--- src/rtl/fetch_queue.sv ---
// Instruction fetch stage: owns the fetch PC and queues {PC, instruction} pairs for decode.
// Optional taken-redirect counter is enabled by defining FETCH_REDIRECT_COUNT_EN.
module fetch_queue #(
  parameter int                 DEPTH    = 32'd4,
  parameter int                 ADDR_W   = 32'd10,
  parameter int                 INSTR_W  = 32'd16,
  parameter logic [ADDR_W-1:0]  RESET_PC = {ADDR_W{1'b0}}
) (
  input  logic                      Clock,
  input  logic                      Reset,
  output logic [ADDR_W-1:0]         oAddressPC,
  input  logic [INSTR_W-1:0]        iInstruction,
  input  logic                      iBranchTaken,
  input  logic [ADDR_W-1:0]         iBranchTarget,
  output logic                      oValid,
  input  logic                      iReady,
  output logic [INSTR_W-1:0]        oInstruction,
  output logic [ADDR_W-1:0]         oPC,
  output logic [$clog2(DEPTH):0]    oCount
`ifdef FETCH_REDIRECT_COUNT_EN
  ,
  output logic [15:0]               oRedirectCount
`endif
);

  localparam int PTR_W = $clog2(DEPTH);
  localparam int CNT_W = PTR_W + 1;
  localparam logic [CNT_W-1:0]  CNT_FULL = CNT_W'(DEPTH);
  localparam logic [CNT_W-1:0]  CNT_ONE  = {{(CNT_W-1){1'b0}}, 1'b1};
  localparam logic [PTR_W-1:0]  PTR_ONE  = {{(PTR_W-1){1'b0}}, 1'b1};
  localparam logic [ADDR_W-1:0] PC_ONE   = {{(ADDR_W-1){1'b0}}, 1'b1};

  logic [ADDR_W-1:0]  fetchPc_r;
  logic [ADDR_W-1:0]  pcMem_r    [DEPTH];
  logic [INSTR_W-1:0] instrMem_r [DEPTH];
  logic [PTR_W-1:0]   wrPtr_r;
  logic [PTR_W-1:0]   rdPtr_r;
  logic [CNT_W-1:0]   count_r;

  logic valid_s;
  logic full_s;
  logic pop_s;
  logic push_s;

  // Handshake decode; a full queue still accepts a push when the head leaves this cycle.
  always_comb begin
    valid_s = (count_r != {CNT_W{1'b0}});
    full_s  = (count_r == CNT_FULL);
    pop_s   = valid_s & iReady;
    push_s  = ~iBranchTaken & (~full_s | pop_s);
  end

  // Fetch PC, storage, pointers and occupancy; Reset beats redirect beats normal flow.
  always_ff @(posedge Clock) begin
    if (Reset) begin
      fetchPc_r <= RESET_PC;
      wrPtr_r   <= {PTR_W{1'b0}};
      rdPtr_r   <= {PTR_W{1'b0}};
      count_r   <= {CNT_W{1'b0}};
      for (int i = 0; i < DEPTH; i++) begin
        pcMem_r[i]    <= {ADDR_W{1'b0}};
        instrMem_r[i] <= {INSTR_W{1'b0}};
      end
    end else if (iBranchTaken) begin
      // A coincident pop is consumed by the decoder; everything left is wrong-path.
      fetchPc_r <= iBranchTarget;
      wrPtr_r   <= {PTR_W{1'b0}};
      rdPtr_r   <= {PTR_W{1'b0}};
      count_r   <= {CNT_W{1'b0}};
    end else begin
      if (push_s) begin
        pcMem_r[wrPtr_r]    <= fetchPc_r;
        instrMem_r[wrPtr_r] <= iInstruction;
        wrPtr_r             <= wrPtr_r + PTR_ONE;
        fetchPc_r           <= fetchPc_r + PC_ONE;
      end else begin
        fetchPc_r <= fetchPc_r;
      end
      if (pop_s) begin
        rdPtr_r <= rdPtr_r + PTR_ONE;
      end else begin
        rdPtr_r <= rdPtr_r;
      end
      case ({push_s, pop_s})
        2'b10:   count_r <= count_r + CNT_ONE;
        2'b01:   count_r <= count_r - CNT_ONE;
        default: count_r <= count_r;
      endcase
    end
  end

`ifdef FETCH_REDIRECT_COUNT_EN
  logic [15:0] redirectCount_r;

  // Saturating count of taken redirects.
  always_ff @(posedge Clock) begin
    if (Reset) begin
      redirectCount_r <= 16'h0000;
    end else if (iBranchTaken && (redirectCount_r != 16'hFFFF)) begin
      redirectCount_r <= redirectCount_r + 16'h0001;
    end else begin
      redirectCount_r <= redirectCount_r;
    end
  end

  assign oRedirectCount = redirectCount_r;
`else
  // No redirect statistics in this build.
`endif

  assign oAddressPC   = fetchPc_r;
  assign oValid       = valid_s;
  assign oCount       = count_r;
  assign oPC          = pcMem_r[rdPtr_r];
  assign oInstruction = instrMem_r[rdPtr_r];

endmodule

--- config.mk ---
export PLATFORM = sky130hd
export DESIGN_NAME = fetch_queue
export DESIGN_NICKNAME = d
export VERILOG_FILES = /design/src/rtl/fetch_queue.sv
export SDC_FILE = /design/constraint.sdc
export NUM_CORES = 1
export LEC_CHECK = 0
export CAP_MARGIN = 10
export CORE_ASPECT_RATIO = 0.8
export CORE_MARGIN = 2
export CORE_UTILIZATION = 35
export DETAILED_ROUTE_END_ITERATION = 16
export PLACE_DENSITY = 0.64
export RECOVER_POWER = 100
export SKIP_CTS_REPAIR_TIMING = 1
export SYNTH_ARGS = -nofsm -noshare
export SYNTH_HDL_FRONTEND = slang
export SYNTH_SLANG_ARGS = --single-unit
--- constraint.sdc ---
create_clock -name Clock -period 7.3 [get_ports Clock]
set_input_delay 1.46 -clock Clock [delete_from_list [all_inputs] [get_ports Clock]]
set_output_delay 1.46 -clock Clock [all_outputs]
set_load 0.05 [all_outputs]
; ---- Word level (Yosys, flattened, before mapping)
; Memories as Yosys holds them, arrays and structs flattened. A register that Yosys moved wholly into a read port is not among the register bits.
; Cells that the tools add are included.
[op_classes]
add_sub_neg = 5
n_eq_ne = 3
muxes = 19
n_bitwise = 5
n_reduce_logical = 6
[ops]
columns = cell, count
row1 = $mux 10, 3
row2 = $mux 16, 1
row3 = $reduce_or 16->1, 1
row4 = $mux 2, 6
row5 = $add 10x1->10 const B, 1
row6 = $reduce_or 10->1, 1
row7 = $mux 1, 8
row8 = $pmux 3 s2, 1
row9 = $add 2x1->2 const B, 2
row10 = $reduce_bool 2->1, 2
row11 = $add 3x1->3 const B, 1
row12 = $eq 3x3->1 const B, 1
row13 = $reduce_bool 3->1, 1
row14 = $sub 3x1->3 const B, 1
row15 = $and 1x1->1, 2
row16 = $eq 2x1->1 const B, 1
row17 = $eq 2x2->1 const B, 1
row18 = $not 1->1, 2
row19 = $reduce_or 2->1, 1
row20 = $or 1x1->1, 1
[totals]
regBits = 17
ramBits = 104
inputBits = 30
output_inout_bits = 40
memories = 2
[mem_list]
columns = memory, depth, word_bits, rd, rd_ports_with_merged_regs, write_ports, line_no
row1 = instrMem_r, 4, 16, 1, 1, 4, 35  ; logic [INSTR_W-1:0] instrMem_r [DEPTH];
row2 = pcMem_r, 4, 10, 1, 1, 4, 34  ; logic [ADDR_W-1:0] pcMem_r [DEPTH];

; ---- Longest topological paths before layout
[depth]
ltp_word = 10
ltp_mapped = 9
depth_no_buf = 8

; ---- Least setup slack after synthesis
; No wires, ideal clock.
[synth_path]
path_kind = input -> register
start = input iReady
end = memory instrMem_r[3][0] (netlist bit) (enable)
setup_time_ns = 0.415
arrival_time_ns = 3.127
setup_slack_ns = 3.758
cell_stages = 4
path_buffers = 1
cell_sequence = or4b_1 -> clkbuf_1 -> nand2b_1 -> o21bai_1
[synth_rtl]
columns = element, line_no
row1 = "start, declared", 16  ; input logic iReady,
row2 = "end, declared", 35

==> results.txt <==
----------------------------------------------------
[Place]
  HPWL reported at the end of detailed placement ... 7140 um
  GP Congestion ... 0.702
  Buffers added on ports ... 69

[GRT]
  Overflow left after global routing ... 0
  Number of global-route vias before repair ... 3269
  First-pass GRT wire length ... 18500 um
  Antenna violations before repair ... 0
  Overall Global Routing Usage ... 15.1%
  Largest net degree at the start of global routing ... 28

[Timing]
  Sum Neg Setup Slack ... 0 ns
  Worst clock skew ... 0.00618 ns
  Achievable clock frequency ... 0.186 GHz
  Endpoints failing setup ... 0
  Smallest hold slack ... 0.538 ns
  Final hold viol count ... 0
  Number of slew-limit violations in the final report ... 93
  Least-Margin Pin Slew ... 2.29 ns
  Min cycle time layout ... 5.37 ns
  RSZ-0062 raised after global routing ... no
  Post-route clock period utilization ... 73.6%
  Relative slew slack ... -54.9%

[Clock network]
  # H-tree levels ... 4
  Number of buffers created by CTS ... 17
  Longest Clk Path Bufs ... 2
  Number of clock sinks seen by CTS ... 123
  CTS tree ... yes
  Root buffer cell ... clkbuf_16
  Clock latency on the worst-skew pair ... 0.40 ns
  Clock transition at the registers of the reported paths ... 0.05 ns

[Drt]
  First-pass iteration count of the detailed router ... 4
  Average detailed-routed wire length per instance ... 17.6 um
  Iteration-0 DRC Markers ... 189
  Vias ... 3156
  DRC viols ... 0
  Number of vias per cell after detailed routing ... 4.78
  Total wire length ... 11600 um
  Antenna-violating nets left ... 0

[Setup path]
  Delay of the slowest cell on the worst path ... 1.76 ns
  FF-to-FF Start ... oCount[2]
  Cell depth of the worst flop-to-flop path ... 3
  Endpoint of the worst register-to-register path ... instrMem_r[1][5]
  Crit end category ... flop
  Slowest cell on the critical path ... nor4b_2
  Required time at the worst-slack endpoint ... 7.33 ns
  Worst setup path category ... in -> reg
  Cell-by-cell trace of the critical path ... dlygate4sd3_1 > or2_0 > nor4b_2 > or2_2
  Crit path max-delay family ... simple AND/OR/NAND/NOR gates
  Peak fanout along the critical path ... 27
  Kind of launch point of the worst setup path ... input port
  Critical path buffers and inverters ... 1
  Data arrival time of the worst path ... 5.40 ns
  Register-to-register setup slack ... 3.16 ns

[Final layout]
  Filler Cells Inserted ... 1359
  Total Nets Final ... 471
  Synthesis-to-finish area growth ... 25.6%
  Number of diodes ... 0
  Fraction of layout cells with a size suffix above 1 ... 13.1%

[Die]
  Die span in x ... 143 um
  Number of I/O pins ... 70
  Initial standard-cell utilization of the core ... 36.0%
  Die Outline Area ... 16600 um^2
  Std cell rows ... 40
  CORE AREA ... 15100 um^2
  Height of the chip ... 116 um

[Yosys]
  Share of synthesized registers carrying an async set or reset ... 0%
  Unique cell type count in the Yosys netlist ... 34
  Cells after synthesis ... 365
  Synthesis-stage register bit count ... 123
  Top flip-flop cell by instance count after synthesis ... edfxtp_1
  Sequential element share of the synthesized area ... 64.3%
  Post-Syn Nets ... 398
  Yosys warnings ... 0
  Number of flops mapped to enable cells by yosys ... 104
  Synthesized area per cell ... 14.9 um^2
  Summed instance area of the synthesized netlist ... 5450 um^2

[Power and ir drop]
  Leakage dissipation ... 2.44 nW
  Power density relative to cell area ... 250 nW/um^2
  Overall Power ... 1.71 mW
  Max rail drop VDD ... 0.135 mV

[Flow run]
  Max-capacitance violation count ... 4

[Min path]
  Number of stages on the worst hold path ... 2
  Origin of the worst min-delay path ... rdPtr_r[1]
  Min-delay worst type ... reg -> reg

[Run status]
  Failing checks ... capacitance limit, slew limit
  Run status ... finished with violations

----------------------------------------------------
==> layer usage <==
metal	track usage, %	up-vias	part of all wire [%]
met5	0	-	0
met2	23.2	92	46
met3	4.05	16	5.3
met1	20.9	1577	47
li1	-	1471	-
met4	4.97	0	1.5
==> registers in the layout, indices dropped and copies added (netlist names), named ones only <==
| signal | count |
|---|---|
| instrMem_r | 64 |
| pcMem_r | 40 |
| oAddressPC | 10 |
| oCount | 3 |
| rdPtr_r | 2 |
| wrPtr_r | 2 |
==> tightest hold or removal path, cell delays in order (launching register included) <==
cell and delay, ns:
dfxtp_1 0.33, xor2_1 0.07, nor2_1 0.10
==> power by group <==
part | internal [mW] | switching (mW) | leakage (nW) | total, mW
Sequential | 0.802 | 0.0242 | 1.24 | 0.826
Combinational | 0.0689 | 0.116 | 0.961 | 0.185
Clock | 0.421 | 0.277 | 0.240 | 0.697
Total | 1.29 | 0.417 | 2.44 | 1.71
==> layout make-up <==
type / instances / area (um^2) / area share, %
flip-flops and latches: 123 / 3500 / 51.2
multi-input cells: 211 / 1830 / 26.7
repair buffers: 74 / 713 / 10.4
clock buffers: 19 / 433 / 6.33
well taps: 210 / 263 / 3.84
clock inverters: 12 / 58.8 / 0.860
inverters: 11 / 41.3 / 0.604
==> synthesized netlist by cell type (3+ instances only) <==
library cell  count  area share [%]
a21oi_1          10            0.92
and2_1          104              12
buf_2             3            0.28
clkbuf_1         17             1.2
dfxtp_1          19             7.0
edfxtp_1        104              57
inv_1            11            0.76
mux4_2           26              11
nand2_1           6            0.41
nand4_1           3            0.34
nor2_1           11            0.76
o21a_1            8             1.1
or2_2             3            0.34
xnor2_1           5            0.80
xor2_1            9             1.4
==> worst max-delay path by stage <==
stage / start / slack [ns] / to / depth (start not counted)
after detailed placement: iBranchTaken / 2.36 / instrMem_r[1][8] / 4
final: iBranchTaken / 1.93 / instrMem_r[1][5] / 4
after CTS: iBranchTaken / 2.76 / pcMem_r[1][1] / 4
after floorplan: iReady / 3.76 / instrMem_r[3][0] / 4
after global routing: iReady / 1.64 / pcMem_r[1][1] / 4
after global placement: iBranchTaken / 2.48 / instrMem_r[1][10] / 4
==> cells in the final DEF (no fill, tap or decap), types with 2 or more instances in the layout <==
cell             netlist  routed
xnor2_1                5       5
dfxtp_1               19      19
and2_1               104      32
clkinv_1               0       5
nand3_1                2       2
nand4_1                3       3
dlygate4sd3_1          0      41
mux2i_1                2       2
or2_2                  3       3
nand2_1                6       6
or3_1                  2       2
o21a_1                 8       8
xor2_1                 9       9
clkdlybuf4s50_1        0      28
ha_1                   2       2
nor2_1                11      11
clkbuf_16              0      17
clkinvlp_4             0       2
clkinv_2               0       5
nor4b_1                2       3
nor3b_1                2       2
edfxtp_1             104     104
clkbuf_1              17       6
and2_0                 0      72
a21oi_1               10      10
mux4_2                26      26
inv_1                 11      11
==> metrics by stage <==
step	instance area, um^2	utilization [%]	worst slack, ns	instances
final	6840	45.3	1.93	660
after global routing	6840	45.3	1.64	660
after CTS	6880	45.5	2.76	660
after detailed placement	6390	42.3	2.36	629
after global placement	6390	42.3	2.48	629
after floorplan	5450	-	3.76	365
==> kinds of logic (layout without fill, tap and decap cells) <==
| group | Yosys count | count (layout) | synth area share (%) |
|---|---|---|---|
| muxes | 29 | 29 | 11.3 |
| DFF | 123 | 123 | 64.3 |
| and+or+nand+nor | 144 | 144 | 16.7 |
| xor gates and xnor gates | 14 | 14 | 2.25 |
| buffers and inverters | 31 | 116 | 2.21 |
| AOI/OAI and AO/OA | 21 | 21 | 2.41 |
| adders and majority gates | 3 | 3 | 0.827 |
Note: power is estimated with default switching activity, not from simulation.
